--- src/rtl/multicycle_ctrl.sv ---
// Multi-cycle main control FSM for the RV32F core with UART byte I/O.
// Sequences fetch/decode/execute/memory/writeback and drives all datapath controls.
module multicycle_ctrl #(
  parameter int MEM_LAT   = 2,
  parameter int USE_READY = 0,
  parameter int TIMEOUT   = 0,
  parameter int CNT_W     = 32
) (
  input  logic             clk,
  input  logic             rstn,
  input  logic [6:0]       op,
  input  logic             mem_ready,
  input  logic             uart_done,
  input  logic             flpt_done,
  input  logic             halt_req,
  output logic             pcwrite,
  output logic             memwrite,
  output logic             irwrite,
  output logic             regwrite,
  output logic             fregwrite,
  output logic             pcbufwrite,
  output logic             iord,
  output logic             branch,
  output logic             uart_go,
  output logic             rors,
  output logic             iorf,
  output logic             indecode,
  output logic [1:0]       alusrca,
  output logic [1:0]       alusrcb,
  output logic [1:0]       pcsrc,
  output logic [2:0]       regsrc,
  output logic [2:0]       aluop,
  output logic             halted,
  output logic             illegal_op,
  output logic             timeout_err,
  output logic [CNT_W-1:0] retired
);

  localparam logic [6:0] OP_RTYPE = 7'b0110011;
  localparam logic [6:0] OP_ITYPE = 7'b0010011;
  localparam logic [6:0] OP_BTYPE = 7'b1100011;
  localparam logic [6:0] OP_LUI   = 7'b0110111;
  localparam logic [6:0] OP_AUIPC = 7'b0010111;
  localparam logic [6:0] OP_JAL   = 7'b1101111;
  localparam logic [6:0] OP_JALR  = 7'b1100111;
  localparam logic [6:0] OP_LW    = 7'b0000011;
  localparam logic [6:0] OP_SW    = 7'b0100011;
  localparam logic [6:0] OP_FLW   = 7'b0000111;
  localparam logic [6:0] OP_FSW   = 7'b0100111;
  localparam logic [6:0] OP_FTYPE = 7'b1010011;
  localparam logic [6:0] OP_RECVB = 7'b0000001;
  localparam logic [6:0] OP_SENDB = 7'b0000010;

  localparam int WMAX = (MEM_LAT > TIMEOUT) ? MEM_LAT : TIMEOUT;
  localparam int WCW  = $clog2(WMAX + 1);

  typedef enum logic [4:0] {
    S_FETCH, S_FETCH_WAIT, S_DECODE, S_MEMADR, S_MEM_WAIT, S_MEMWB, S_FMEMWB,
    S_MEMWRITE, S_EXECUTE, S_ALUWB, S_BRANCH, S_IMMEX, S_IMMWB, S_LUIEX,
    S_AUIPCEX, S_JALEX, S_JALREX, S_SENDB_GO, S_RECVB_GO, S_UART_WAIT,
    S_RECVB_WRITE, S_FTEXECUTE, S_TRAP, S_HALT
  } state_t;

  state_t             state_q, state_d, fetch_nxt;
  logic [WCW-1:0]     cnt_q, cnt_d;
  logic               ill_q, ill_d, tmo_q, tmo_d;
  logic [CNT_W-1:0]   retired_q;
  logic               retire, mem_done, wait_expired;

  // cnt_q counts cycles already spent in the current wait state (0 in the first one)
  assign mem_done     = (USE_READY != 0) ? mem_ready : (cnt_q == WCW'(MEM_LAT - 1));
  assign wait_expired = (TIMEOUT > 0) && (cnt_q == WCW'(TIMEOUT - 1));
  assign fetch_nxt    = halt_req ? S_HALT : S_FETCH;

  always_comb begin
    state_d = state_q;
    cnt_d   = '0;
    ill_d   = ill_q;
    tmo_d   = tmo_q;
    retire  = 1'b0;
    case (state_q)
      S_FETCH:      state_d = S_FETCH_WAIT;
      S_FETCH_WAIT: if (mem_done) state_d = S_DECODE;
                    else cnt_d = cnt_q + WCW'(1);
      S_DECODE: begin
        case (op)
          OP_LW, OP_SW, OP_FLW, OP_FSW: state_d = S_MEMADR;
          OP_RTYPE: state_d = S_EXECUTE;
          OP_BTYPE: state_d = S_BRANCH;
          OP_ITYPE: state_d = S_IMMEX;
          OP_LUI:   state_d = S_LUIEX;
          OP_AUIPC: state_d = S_AUIPCEX;
          OP_JAL:   state_d = S_JALEX;
          OP_JALR:  state_d = S_JALREX;
          OP_SENDB: state_d = S_SENDB_GO;
          OP_RECVB: state_d = S_RECVB_GO;
          OP_FTYPE: state_d = S_FTEXECUTE;
          default: begin
            state_d = S_TRAP;
            ill_d   = 1'b1;
          end
        endcase
      end
      S_MEMADR:   state_d = (op == OP_LW || op == OP_FLW) ? S_MEM_WAIT : S_MEMWRITE;
      S_MEM_WAIT: if (mem_done) state_d = (op == OP_FLW) ? S_FMEMWB : S_MEMWB;
                  else cnt_d = cnt_q + WCW'(1);
      S_EXECUTE:  state_d = S_ALUWB;
      S_IMMEX:    state_d = S_IMMWB;
      S_SENDB_GO, S_RECVB_GO: state_d = S_UART_WAIT;
      // A SENDB completes in UART_WAIT; a RECVB still has to write the byte back
      S_UART_WAIT: begin
        if (uart_done) begin
          if (op == OP_RECVB) state_d = S_RECVB_WRITE;
          else begin
            state_d = fetch_nxt;
            retire  = 1'b1;
          end
        end else if (wait_expired) begin
          state_d = S_TRAP;
          tmo_d   = 1'b1;
        end else cnt_d = cnt_q + WCW'(1);
      end
      S_FTEXECUTE: begin
        if (flpt_done) begin
          state_d = fetch_nxt;
          retire  = 1'b1;
        end else if (wait_expired) begin
          state_d = S_TRAP;
          tmo_d   = 1'b1;
        end else cnt_d = cnt_q + WCW'(1);
      end
      S_MEMWB, S_FMEMWB, S_MEMWRITE, S_ALUWB, S_BRANCH, S_IMMWB, S_LUIEX,
      S_AUIPCEX, S_JALEX, S_JALREX, S_RECVB_WRITE: begin
        state_d = fetch_nxt;
        retire  = 1'b1;
      end
      S_TRAP:  state_d = S_TRAP;
      S_HALT:  if (!halt_req) state_d = S_FETCH;
      default: state_d = S_FETCH;
    endcase
  end

  always_ff @(posedge clk or negedge rstn) begin
    if (!rstn) begin
      state_q   <= S_FETCH;
      cnt_q     <= '0;
      ill_q     <= 1'b0;
      tmo_q     <= 1'b0;
      retired_q <= '0;
    end else begin
      state_q <= state_d;
      cnt_q   <= cnt_d;
      ill_q   <= ill_d;
      tmo_q   <= tmo_d;
      if (retire) retired_q <= retired_q + CNT_W'(1);
    end
  end

  // Outputs are a pure state decode, forced low while rstn is asserted
  always_comb begin
    pcwrite = 1'b0; memwrite = 1'b0; irwrite = 1'b0; regwrite = 1'b0;
    fregwrite = 1'b0; pcbufwrite = 1'b0; iord = 1'b0; branch = 1'b0;
    uart_go = 1'b0; rors = 1'b0; iorf = 1'b0; indecode = 1'b0; halted = 1'b0;
    alusrca = 2'b00; alusrcb = 2'b00; pcsrc = 2'b00; regsrc = 3'b000; aluop = 3'b000;
    if (rstn) begin
      case (state_q)
        S_FETCH:      begin pcwrite = 1'b1; pcbufwrite = 1'b1; alusrcb = 2'b01; end
        S_FETCH_WAIT: irwrite = mem_done;
        S_DECODE:     begin alusrca = 2'b01; alusrcb = 2'b10; indecode = 1'b1; end
        S_MEMADR:     begin alusrca = 2'b10; alusrcb = 2'b10; end
        S_MEM_WAIT:   iord = 1'b1;
        S_MEMWB:      begin regwrite = 1'b1; regsrc = 3'b001; end
        S_FMEMWB:     fregwrite = 1'b1;
        S_MEMWRITE:   begin memwrite = 1'b1; iord = 1'b1; iorf = (op == OP_FSW); end
        S_EXECUTE:    begin alusrca = 2'b10; aluop = 3'b100; end
        S_ALUWB, S_IMMWB, S_AUIPCEX: regwrite = 1'b1;
        S_BRANCH: begin
          alusrca = 2'b10; pcsrc = 2'b01; branch = 1'b1; aluop = 3'b111;
        end
        S_IMMEX:      begin alusrca = 2'b10; alusrcb = 2'b10; aluop = 3'b101; end
        S_LUIEX:      begin regwrite = 1'b1; regsrc = 3'b010; end
        S_JALEX: begin
          pcwrite = 1'b1; regwrite = 1'b1; regsrc = 3'b011; pcsrc = 2'b01;
        end
        S_JALREX: begin
          pcwrite = 1'b1; regwrite = 1'b1; alusrca = 2'b10; alusrcb = 2'b10;
          regsrc = 3'b011; pcsrc = 2'b10;
        end
        S_SENDB_GO:    begin uart_go = 1'b1; rors = 1'b1; end
        S_RECVB_GO:    uart_go = 1'b1;
        S_RECVB_WRITE: begin regwrite = 1'b1; regsrc = 3'b100; end
        S_HALT:        halted = 1'b1;
        default: ;
      endcase
    end
  end

  assign illegal_op  = ill_q & rstn;
  assign timeout_err = tmo_q & rstn;
  assign retired     = retired_q;

endmodule

--- config.mk ---
export PLATFORM = sky130hd
export DESIGN_NAME = multicycle_ctrl
export DESIGN_NICKNAME = d
export VERILOG_FILES = /design/src/rtl/multicycle_ctrl.sv
export SDC_FILE = /design/constraint.sdc
export NUM_CORES = 1
export LEC_CHECK = 0
export ABC_CLOCK_PERIOD_IN_PS = 2750
export CORE_MARGIN = 5
export CORE_UTILIZATION = 51
export CTS_CLUSTER_DIAMETER = 60
export CTS_CLUSTER_SIZE = 40
export DETAILED_ROUTE_END_ITERATION = 10
export PLACE_DENSITY = 0.84
export SYNTH_ARGS = -nofsm -noshare
export SYNTH_HDL_FRONTEND = slang
export SYNTH_SLANG_ARGS = --single-unit
--- constraint.sdc ---
create_clock -name clk -period 2.75 [get_ports clk]
set_input_delay 0.6875 -clock clk [delete_from_list [all_inputs] [get_ports clk]]
set_output_delay 0.6875 -clock clk [all_outputs]
set_load 0.01 [all_outputs]
==> metrics.log, run 1 <==
INFO  metric run_status = finished, final reports clean
INFO  metric nNetsFinal = 463
INFO  metric remaining_drc_errors = 0
INFO  metric coreArea = 5886 um^2
INFO  metric path_clk_slew = 0.08 ns
INFO  metric drtAntennaViolNets = 0
INFO  metric tritoncts_num_sinks = 40
INFO  metric ctsLongestPathBuffers = 2
INFO  metric route.detailed.vias_per_inst = 6.201
INFO  metric initial_core_util = 0.5234
INFO  metric timing.critical_path.from_type = flop
INFO  metric syn_area_per_cell = 8.751 um^2
INFO  metric synth_largest_type_area_fraction = 0.3249
INFO  metric vdd_drop_max = 0.6774 mV
INFO  metric horizontal_extent_of_the_die = 87.72 um
INFO  metric synth_largest_area_cell = sky130_fd_sc_hd__dfrtp_1
INFO  metric clock_skew = 0.005597 ns
INFO  metric cp_data_required_time = 2.06 ns
INFO  metric grt_max_degree = 41
INFO  metric vias = 3243
INFO  metric synth_fp_nets = 368
INFO  metric wire_per_inst = 17.76 um
INFO  metric via_count_of_the_first_global_routing_pass = 3053
INFO  metric grt-ovfl-total = 0
INFO  metric whs = 0.4604 ns
INFO  metric fin_area = 4298 um^2
INFO  metric critical_path.endpoint_type = output port
INFO  metric hold_viol_final = 0
INFO  metric ys_warn_count = 0
INFO  metric endpoint_arrival_time_on_the_critical_path = 2.02 ns
INFO  metric kind_of_path_behind_the_tightest_hold_check = flop to flop
INFO  metric timing.slew.headroom = 0.5978
INFO  metric drt_first_iter_violations = 351
INFO  metric pwr_density_cell = 953.7 nW/um^2
INFO  metric netlist_top_cells_count = 40 x sky130_fd_sc_hd__dfrtp_1, 33 x sky130_fd_sc_hd__nand2_1, 28 x sky130_fd_sc_hd__xor2_1
INFO  metric finalCritPeriodShare = 0.9840
INFO  metric mapped_cells = 352
INFO  metric synth.yosys.seq_area_share = 0.3249
INFO  metric tritoncts = yes
INFO  metric async_reset_ff_frac = 1.000
INFO  metric gp_routability_congestion = 0.9368
INFO  metric numCtsBuffers = 5
INFO  metric total_routing_usage_reported_by_global_routing = 0.2372
INFO  metric ratio_of_cells_with_drive_above_1_in_the_final_layout = 0.2143
INFO  metric synth.lib_cells_used.distinct = 69
INFO  metric floorplan.die.height = 87.72 um
INFO  metric synth-edff-count = 0
INFO  metric drv_cap = 0
INFO  metric clkLatencyLatePin = 0.30 ns
INFO  metric clock_tree.root_cell = sky130_fd_sc_hd__clkbuf_8
INFO  metric placement_rows = 28
INFO  metric finalNonFillerCells = 523
INFO  metric synth_area = 3080 um^2
INFO  metric final-max-slew-violation-count = 0
INFO  metric ys_seq_elements = 40
INFO  metric grt_first_pass_wirelength = 14720 um
INFO  metric tns = 0 ns
INFO  metric synth_ff_type = sky130_fd_sc_hd__dfrtp_1
INFO  metric synthTopCellsByArea = sky130_fd_sc_hd__dfrtp_1 32%, sky130_fd_sc_hd__xor2_1 8.0%, sky130_fd_sc_hd__a2111oi_2 6.3%
INFO  metric cts.hold.buffers_added = 0
INFO  metric antenna_found_initial = 0
INFO  metric timing_worst_setup_path_type = flop to output port
INFO  metric dpl.hpwl = 6610 um
INFO  metric num-fill-cells = 439
INFO  metric design.die.area = 7695 um^2
INFO  metric synth_most_common_cell = sky130_fd_sc_hd__dfrtp_1
INFO  metric clock_tree.htree_level_count = 2
INFO  metric slew_at_the_pin_with_the_worst_max_slew_slack = 0.5987 ns
INFO  metric cellLeakagePower = 0.001754 uW
INFO  metric max_freq = 369.5 MHz
INFO  metric insertedDiodeCount = 0
INFO  metric syn_to_final_growth = 39.52%
INFO  metric 1st_pass_router_iterations = 5
INFO  metric setup_viol_count_final = 0
INFO  metric io_pins = 72
INFO  metric timing.final.crit_period = 2.706 ns
INFO  metric power.total = 4099 uW
INFO  metric worstPathMaxFanout = 9
INFO  metric placed_area = 4063 um^2
INFO  metric placed_cells_incl_taps = 505
INFO  metric wl = 9290 um
INFO  metric buffer_ports.inserted = 69
## where the power goes
part	internal [uW]	leakage, uW	switching [uW]
logic	1220	0.00130	1460
registers	763	0.000403	247
clock network	200	0.0000510	209
## layer usage
metal,track usage,vias to the layer above,wire length [um]
li1,-,1488,-
met5,0,-,0
met1,0.3231,1576,3987
met2,0.4000,167,4620
met4,0.05439,0,96
met3,0.03387,12,585
## critical path, cell delays in order (launching register included)
cell and delay (ns):
sky130_fd_sc_hd__dfrtp_2 0.48, sky130_fd_sc_hd__buf_4 0.19, sky130_fd_sc_hd__nor2b_4 0.16, sky130_fd_sc_hd__buf_4 0.16, sky130_fd_sc_hd__nor2_1 0.07, sky130_fd_sc_hd__nor2_1 0.11, sky130_fd_sc_hd__clkdlybuf4s50_1 0.54
## logic make-up (layout without fill, tap and decap cells)
group,after synthesis,count (layout),share of synthesized area
AO/OA/AOI/OAI,91,91,0.2417
flip-flops,40,40,0.3249
other,1,1,0.001217
AND/OR/NAND/NOR,144,144,0.2681
multiplexers,1,1,0.003655
XOR/XNOR,31,31,0.08814
buffers and inverters,41,137,0.06011
adder cells (fa/ha/maj),3,3,0.01219
## flip-flops by register name, indices dropped and copies added (netlist names)
name and flops:
cnt_q 2, retired 32, state_q 5, ill_q 1
## per-stage QoR
stage / setup WS [ns] / util
final: 0.04390 / 0.7302
after global routing: -0.04940 / 0.7302
after CTS: 0.004181 / 0.7122
after detailed placement: -0.2332 / 0.6903
after global placement: -0.1763 / 0.6903
after floorplan: 0.3835 / -
## final cells by class
type,count,area (um^2),area share
Inverter,10,37.54,0.008734
Multi-Input combinational cell,271,1942,0.4518
Tap cell,75,93.84,0.02183
Timing Repair Buffer,119,1125,0.2617
Sequential cell,40,1007,0.2344
Clock inverter,2,10.01,0.002329
Clock buffer,6,82.58,0.01921
## final timing paths
| check | startpoint | to | slack (ns) | cells past startpoint |
|---|---|---|---|---|
| setup / recovery | state_q[1] | uart_go | 0.04 | 6 |
| hold / removal | cnt_q[0] | cnt_q[0] | 0.46 | 1 |
| setup reg to reg | state_q[3] | retired[16] | 0.36 | 7 |
| hold reg to reg | cnt_q[0] | cnt_q[0] | 0.46 | 1 |
| max in group asynchronous | rstn | state_q[3] | 1.69 | 3 |
| min in group asynchronous | rstn | ill_q | 0.68 | 3 |
## layout by cell type (no fill, tap or decap), types with 3 or more instances in the layout
master                            Yosys  final
sky130_fd_sc_hd__nand4_1              6      6
sky130_fd_sc_hd__buf_4                5     45
sky130_fd_sc_hd__buf_12               0      4
sky130_fd_sc_hd__inv_1               10     10
sky130_fd_sc_hd__nor4_1               5      5
sky130_fd_sc_hd__or2_2                4      3
sky130_fd_sc_hd__dfrtp_2              0      5
sky130_fd_sc_hd__xnor2_1              3      3
sky130_fd_sc_hd__nand2b_1             5      5
sky130_fd_sc_hd__nand2_1             33     33
sky130_fd_sc_hd__nor3_2               0      3
sky130_fd_sc_hd__and2_1               6      6
sky130_fd_sc_hd__and3_1               7      7
sky130_fd_sc_hd__clkbuf_8             0      6
sky130_fd_sc_hd__nor3b_1              6      6
sky130_fd_sc_hd__o211a_1              3      3
sky130_fd_sc_hd__nand3_1             13     13
sky130_fd_sc_hd__a31oi_1              8      8
sky130_fd_sc_hd__ha_1                 3      3
sky130_fd_sc_hd__nor3_1              15     12
sky130_fd_sc_hd__a211oi_1            10     10
sky130_fd_sc_hd__nor2b_1              6      4
sky130_fd_sc_hd__o21ai_0              8      8
sky130_fd_sc_hd__o31ai_1              3      3
sky130_fd_sc_hd__xor2_1              28     28
sky130_fd_sc_hd__nor4b_1              3      3
sky130_fd_sc_hd__nor2_1              16     15
sky130_fd_sc_hd__o31a_1               3      3
sky130_fd_sc_hd__dlymetal6s2s_1       0      8
sky130_fd_sc_hd__a2111oi_2           13     14
sky130_fd_sc_hd__a21oi_1             18     18
sky130_fd_sc_hd__clkdlybuf4s50_1      0     57
sky130_fd_sc_hd__dlygate4sd2_1        0      3
sky130_fd_sc_hd__dfrtp_1             40     35
## repair_timing
item | CTS | global route
setup buffers | 3 | 7
pin swaps | 0 | 0
gates resized for setup | 12 | 16
setup endpoints to repair | 16 | 14
Note: power is estimated with default switching activity, not from simulation.
==> run 2, diff against run 1 <==
- ABC_CLOCK_PERIOD_IN_PS: 2750 -> default
- SETUP_SLACK_MARGIN: default -> 0.2
==> run 2 against run 1 <==
Clock power is 2% higher. Final cell count is 3.6% higher. Via count is 8.4% higher. Die area stayed put. Critical path type is now primary input to flop. Highest routed layer unchanged.
==> metrics.log, run 2 (synthesis results as in run 1) <==
INFO  metric run_status = finished, final reports clean
INFO  metric cp_data_required_time = 2.98 ns (+0.92 ns)
INFO  metric placement_rows = 28 (unchanged)
INFO  metric drv_cap = 0 (unchanged)
INFO  metric wire_per_inst = 20.43 um (+15%)
INFO  metric tns = 0 ns (unchanged)
INFO  metric clkLatencyLatePin = 0.30 ns (about the same)
INFO  metric nNetsFinal = 482 (+4.1%)
INFO  metric grt_max_degree = 41 (unchanged)
INFO  metric crit_path_start = op[4]
INFO  metric horizontal_extent_of_the_die = 87.72 um (unchanged)
INFO  metric gp_routability_congestion = 0.9368 (unchanged)
INFO  metric 1st_pass_router_iterations = 5 (unchanged)
INFO  metric initial_core_util = 0.5234 (unchanged)
INFO  metric dpl.hpwl = 6610 um (unchanged)
INFO  metric worstPathMaxFanout = 13 (+4)
INFO  metric final-max-slew-violation-count = 0 (unchanged)
INFO  metric route.detailed.vias_per_inst = 6.487 (+4.6%)
INFO  metric tritoncts_num_sinks = 40 (unchanged)
INFO  metric design.die.area = 7695 um^2 (unchanged)
INFO  metric floorplan.die.height = 87.72 um (unchanged)
INFO  metric mostFrequentLayoutCell = sky130_fd_sc_hd__buf_4
INFO  metric critPathSlowestCell = sky130_fd_sc_hd__clkdlybuf4s50_1
INFO  metric insertedDiodeCount = 0 (unchanged)
INFO  metric hold_path_startpoint = cnt_q[0]
INFO  metric ratio_of_cells_with_drive_above_1_in_the_final_layout = 0.2719 (+0.05766)
INFO  metric timing.critical_path.from_type = primary input
INFO  metric largest_reg_flops = 32 (unchanged)
INFO  metric hold_viol_final = 0 (unchanged)
INFO  metric crit-reg2reg-launch = state_q[4]
INFO  metric finalNonFillerCells = 542 (+3.6%)
INFO  metric max_freq = 391.5 MHz (+5.9%)
INFO  metric clock_skew = 0.01312 ns (+0.007527 ns)
INFO  metric num-fill-cells = 361 (-18%)
INFO  metric numCtsBuffers = 5 (unchanged)
INFO  metric setup_viol_count_final = 0 (unchanged)
INFO  metric tritoncts = yes
INFO  metric syn_to_final_growth = 51.10%
INFO  metric kind_of_path_behind_the_tightest_hold_check = flop to flop
INFO  metric critical_path.endpoint_type = flop
INFO  metric wl = 11070 um (+19%)
INFO  metric antenna_found_initial = 0 (unchanged)
INFO  metric remaining_drc_errors = 0 (unchanged)
INFO  metric timing.final.crit_period = 2.554 ns (-0.1519 ns)
INFO  metric drt_first_iter_violations = 406 (+16%)
INFO  metric io_pins = 72 (unchanged)
INFO  metric grt_setup_unrepaired = true
INFO  metric total_routing_usage_reported_by_global_routing = 0.2610 (+0.02381)
INFO  metric placed_area = 4063 um^2 (unchanged)
INFO  metric grt-ovfl-total = 0 (unchanged)
INFO  metric timing_worst_setup_path_type = primary input to flop
INFO  metric buffer_ports.inserted = 69 (unchanged)
INFO  metric grt_first_pass_wirelength = 15900 um (+8.0%)
INFO  metric endpoint_arrival_time_on_the_critical_path = 2.78 ns (+0.76 ns)
INFO  metric path_clk_slew = 0.09 ns (about the same)
INFO  metric layout_common_cells = 56 x sky130_fd_sc_hd__buf_4, 39 x sky130_fd_sc_hd__clkdlybuf4s50_1, 35 x sky130_fd_sc_hd__dfrtp_1
INFO  metric vias = 3516 (+8.4%)
INFO  metric cellLeakagePower = 0.001924 uW (+9.7%)
INFO  metric vdd_drop_max = 0.6938 mV (+2.4%)
INFO  metric coreArea = 5886 um^2 (unchanged)
INFO  metric fin_area = 4654 um^2 (+8.3%)
INFO  metric layout.core_utilization = 0.7908 (+0.06059)
INFO  metric clock_tree.htree_level_count = 2 (unchanged)
INFO  metric timing.slew.headroom = 0.5898 (-0.008052)
INFO  metric placed_cells_incl_taps = 505 (unchanged)
INFO  metric slew_at_the_pin_with_the_worst_max_slew_slack = 0.6107 ns (+0.01199 ns)
INFO  metric via_count_of_the_first_global_routing_pass = 3246 (+6.3%)
INFO  metric cp_slowest_stage_delay = 0.50 ns (-0.04 ns)
INFO  metric clock_tree.root_cell = sky130_fd_sc_hd__clkbuf_8
INFO  metric ctsLongestPathBuffers = 2 (unchanged)
INFO  metric drtAntennaViolNets = 0 (unchanged)
INFO  metric pwr_density_cell = 1001 nW/um^2 (+4.9%)
INFO  metric crit_chain = clkdlybuf4s50_1, nor3_2, buf_4, a211oi_4, a22oi_2, buf_12, buf_16, a2111oi_4, xor2_1
INFO  metric finalCritPeriodShare = 0.9288 (-0.05524)
==> run 2: changes by cell type in the layout (fill, tap and decap cells not counted), moves of 5 or more <==
cell                              delta
sky130_fd_sc_hd__clkdlybuf4s50_1    -18
sky130_fd_sc_hd__a2111oi_4          +10
sky130_fd_sc_hd__buf_4              +11
sky130_fd_sc_hd__buf_6               +5
sky130_fd_sc_hd__dlygate4sd2_1      +14
sky130_fd_sc_hd__a2111oi_2           -9
==> run 2: path summary, 6_finish.rpt <==
| path | endpoint | slack (ns) | cells past startpoint |
|---|---|---|---|
| worst max-delay path | retired[18] | 0.20 | 9 |
| worst min-delay path | cnt_q[0] | 0.46 | 1 |
| worst max register to register | retired[18] | 0.20 | 9 |
| worst min register to register | cnt_q[0] | 0.46 | 1 |
| max in group asynchronous | state_q[3] | 1.67 | 3 |
| min in group asynchronous | retired[15] | 0.68 | 3 |
==> run 2: timing repair <==
action                                  4_1_cts  5_1_grt
endpoints found under the setup margin       30       38
buffers inserted                             13       13
hold buffers                                  0        0
resized for setup                            44       42
gates cloned                                  2        1
pin swaps                                     6       20
==> run 2: through the flow <==
stage | power (uW) | hold slack [ns] | worst slack (ns)
after floorplan | 2448 | 0.3919 | 0.3835
after global placement | 3405 | 0.4454 | -0.1763
after detailed placement | 3480 | 0.4576 | -0.2332
after CTS | 4205 | 0.4673 | 0.03829
after global routing | 4871 | 0.4746 | 0.1127
final | 4658 | 0.4620 | 0.1958
==> run 2: routing by layer <==
| metal | vias to the layer above | GRT usage | wire length [um] |
|---|---|---|---|
| met5 | - | 0 | 0 |
| met1 | 1699 | 0.3327 | 4301 |
| met3 | 47 | 0.06397 | 984 |
| met2 | 238 | 0.4384 | 5415 |
| li1 | 1532 | - | - |
| met4 | 0 | 0.07810 | 372 |
==> run 2: layout make-up <==
cell class | count | area [um^2] | area share
timing repair buffer | 138 | 1299 | 0.2790
clock buffer | 6 | 82.58 | 0.01774
tap | 75 | 93.84 | 0.02016
multi-input combinational | 271 | 2125 | 0.4565
inverter | 10 | 37.54 | 0.008065
sequential | 40 | 1007 | 0.2164
clock inverter | 2 | 10.01 | 0.002151
==> run 2: where the power goes <==
| group | total [uW] | internal (uW) | switching (uW) |
|---|---|---|---|
| Combinational | 3240 | 1430 | 1810 |
| Sequential | 1000 | 763 | 240 |
| Clock | 417 | 200 | 216 |
| Total | 4660 | 2400 | 2260 |
==> run 2: worst max-delay path: cells and delay by family <==
| family | cells | cell delay (ns) |
|---|---|---|
| compound gates | 3 | 0.82 |
| xor+xnor | 1 | 0.20 |
| buf+inv | 4 | 1.00 |
| simple gates | 1 | 0.07 |
==> run 3, diff against run 2 <==
- CORE_UTILIZATION: 51 -> 60
- DONT_BUFFER_PORTS: default -> 1
- PLACE_DENSITY: 0.84 -> 0.79
- SLEW_MARGIN: default -> 20
==> run 3 against run 2 <==
First-iteration DRC count down 67%. Final area down 30%. Fmax up 3.8%. Die area down 13%. Clock power about the same. Sequential cell count unchanged. Clock-buffer cell count up 1. Core utilization down 14 points. Power down 29%. Largest power group unchanged. Critical path depth down 4. Global-route usage down 3.5 points. Sequential share of layout area up 9.2 points.
==> metrics.log, run 3 (synthesis results as in run 1) <==
INFO  metric path_clk_slew = 0.07 ns (-0.02 ns)
INFO  metric coreArea = 5042 um^2 (-14%)
INFO  metric route.detailed.vias_per_inst = 6.461 (-0.40%)
INFO  metric run_status = finished, final reports clean
INFO  metric grt-ovfl-total = 0 (unchanged)
INFO  metric wl = 7288 um (-34%)
INFO  metric timing.critical_path.from_type = flop
INFO  metric setup_viol_count_final = 0 (unchanged)
INFO  metric tns = 0 ns (unchanged)
INFO  metric wire_per_inst = 17.69 um (-13%)
INFO  metric vdd_drop_max = 0.5850 mV (-16%)
INFO  metric grt_max_degree = 55 (+34%)
INFO  metric insertedDiodeCount = 0 (unchanged)
INFO  metric timing_worst_setup_path_type = flop to output port
INFO  metric 1st_pass_router_iterations = 4 (-1)
INFO  metric clock_tree.root_cell = sky130_fd_sc_hd__clkbuf_8
INFO  metric cp_data_required_time = 2.06 ns (-0.92 ns)
INFO  metric placement_rows = 26 (-7.1%)
INFO  metric total_routing_usage_reported_by_global_routing = 0.2258 (-0.03516)
INFO  metric regArea = 1005 um^2 (-0.25%)
INFO  metric critical_path.endpoint_type = output port
INFO  metric cp_slowest_stage_delay = 0.48 ns (-0.02 ns)
INFO  metric num-fill-cells = 431 (+19%)
INFO  metric tritoncts_num_sinks = 40 (unchanged)
INFO  metric vias = 2662 (-24%)
INFO  metric multi_input_comb_area = 1906 um^2 (-10%)
INFO  metric via_count_of_the_first_global_routing_pass = 2437 (-25%)
INFO  metric drt_first_iter_violations = 135 (-67%)
INFO  metric grt_setup_unrepaired = true
INFO  metric clock_tree.htree_level_count = 2 (unchanged)
INFO  metric final-max-slew-violation-count = 0 (unchanged)
INFO  metric hold_viol_final = 0 (unchanged)
INFO  metric placed_area = 3151 um^2 (-22%)
INFO  metric drtAntennaViolNets = 0 (unchanged)
INFO  metric cts.hold.buffers_added = 0 (unchanged)
INFO  metric cts_setup_buffers = 0 (-13)
INFO  metric fin_area = 3262 um^2 (-30%)
INFO  metric nNetsFinal = 358 (-26%)
INFO  metric worstPathMaxFanout = 12 (-1)
INFO  metric initial_core_util = 0.6109 (+0.08753)
INFO  metric timing.final.crit_period = 2.461 ns (-0.09316 ns)
INFO  metric tritoncts = yes
INFO  metric cellLeakagePower = 0.001133 uW (-41%)
INFO  metric clock_skew = 0.004970 ns (-0.008154 ns)
INFO  metric drv_cap = 0 (unchanged)
INFO  metric finalNonFillerCells = 412 (-24%)
INFO  metric horizontal_extent_of_the_die = 81.65 um (-6.9%)
INFO  metric io_pins = 72 (unchanged)
INFO  metric path_delay_family = simple AND/OR/NAND/NOR gates
INFO  metric largest_reg_flops = 32 (unchanged)
INFO  metric layout_common_cells = 37 x sky130_fd_sc_hd__dfrtp_1, 33 x sky130_fd_sc_hd__nand2_1, 28 x sky130_fd_sc_hd__xor2_1
INFO  metric placed_cells_incl_taps = 405 (-20%)
INFO  metric max_freq = 406.3 MHz (+3.8%)
INFO  metric antenna_found_initial = 0 (unchanged)
INFO  metric remaining_drc_errors = 0 (unchanged)
INFO  metric crit_chain = buf_4, or2_2, nand2_1, nand3_1, a21boi_1
INFO  metric clkLatencyLatePin = 0.29 ns (about the same)
INFO  metric timing.slew.headroom = 0.6005 (+0.01078)
INFO  metric floorplan.die.height = 81.65 um (-6.9%)
INFO  metric mostFrequentLayoutCell = sky130_fd_sc_hd__dfrtp_1
INFO  metric ctsLongestPathBuffers = 2 (unchanged)
INFO  metric grt_first_pass_wirelength = 11760 um (-26%)
INFO  metric pwr_density_cell = 1021 nW/um^2 (+2.0%)
INFO  metric design.die.area = 6667 um^2 (-13%)
INFO  metric endpoint_arrival_time_on_the_critical_path = 1.77 ns (-1.01 ns)
INFO  metric kind_of_path_behind_the_tightest_hold_check = primary input to asynchronous set/reset pin
INFO  metric slew_at_the_pin_with_the_worst_max_slew_slack = 0.5909 ns (-0.01980 ns)
INFO  metric ratio_of_cells_with_drive_above_1_in_the_final_layout = 0.1433 (-0.1287)
INFO  metric critPathSlowestCell = sky130_fd_sc_hd__dfrtp_1
INFO  metric syn_to_final_growth = 5.890%
INFO  metric gp_routability_congestion = 0.9280 (-0.94%)
INFO  metric finalCritPeriodShare = 0.8949 (-0.03388)
INFO  metric numCtsBuffers = 5 (unchanged)
INFO  metric buffer_ports.inserted = 0 (-100%)
INFO  metric dpl.hpwl = 5197 um (-21%)
INFO  metric cp.buffers_inverters = 1 (-3)
run 3: cell type report:
class                      count  area share
tap                           70     0.02685
inverter                      10     0.01151
multi-input combinational    271      0.5842
timing repair buffer          14     0.03989
sequential                    40      0.3080
clock buffer                   7     0.02954
run 3: per-stage QoR:
| stage | worst slack [ns] | utilization | total power, uW | hold WS (ns) |
|---|---|---|---|---|
| CTS | 0.2195 | 0.6452 | 3331 | 0.06583 |
| finish | 0.2890 | 0.6469 | 3329 | 0.07975 |
| global placement | 0.3382 | 0.6248 | 2852 | 0.3933 |
| floorplan | 0.3835 | - | 2448 | 0.3919 |
| detailed placement | 0.3441 | 0.6248 | 2894 | 0.3930 |
| global route | 0.1371 | 0.6469 | 3597 | 0.06453 |
run 3: metal layers:
layer,vias to the layer above,routed length [um],GRT usage
met4,0,119,0.08638
met5,-,0,0
met1,1277,3120,0.2878
li1,1288,-,-
met3,10,543,0.05373
met2,87,3504,0.3713
run 3: worst paths after layout:
kind | start | end | slack (ns) | depth (start not counted)
setup / recovery | state_q[1] | regsrc[0] | 0.29 | 5
hold / removal | rstn | cnt_q[0] | 0.08 | 0
setup reg to reg | state_q[3] | retired[15] | 0.53 | 7
hold reg to reg | cnt_q[0] | cnt_q[0] | 0.47 | 1
max in group asynchronous | rstn | state_q[2] | 2.58 | 0
min in group clk | cnt_q[0] | cnt_q[0] | 0.47 | 1
run 3: power by group:
group,internal [uW],switching (uW)
registers,759,329
clock network,223,191
logic,686,1140
run 3: timing repair:
item / in CTS / in global routing
resized for setup: 3 / 3
setup endpoints to repair: 5 / 10
hold endpoints to repair: 0 / 0
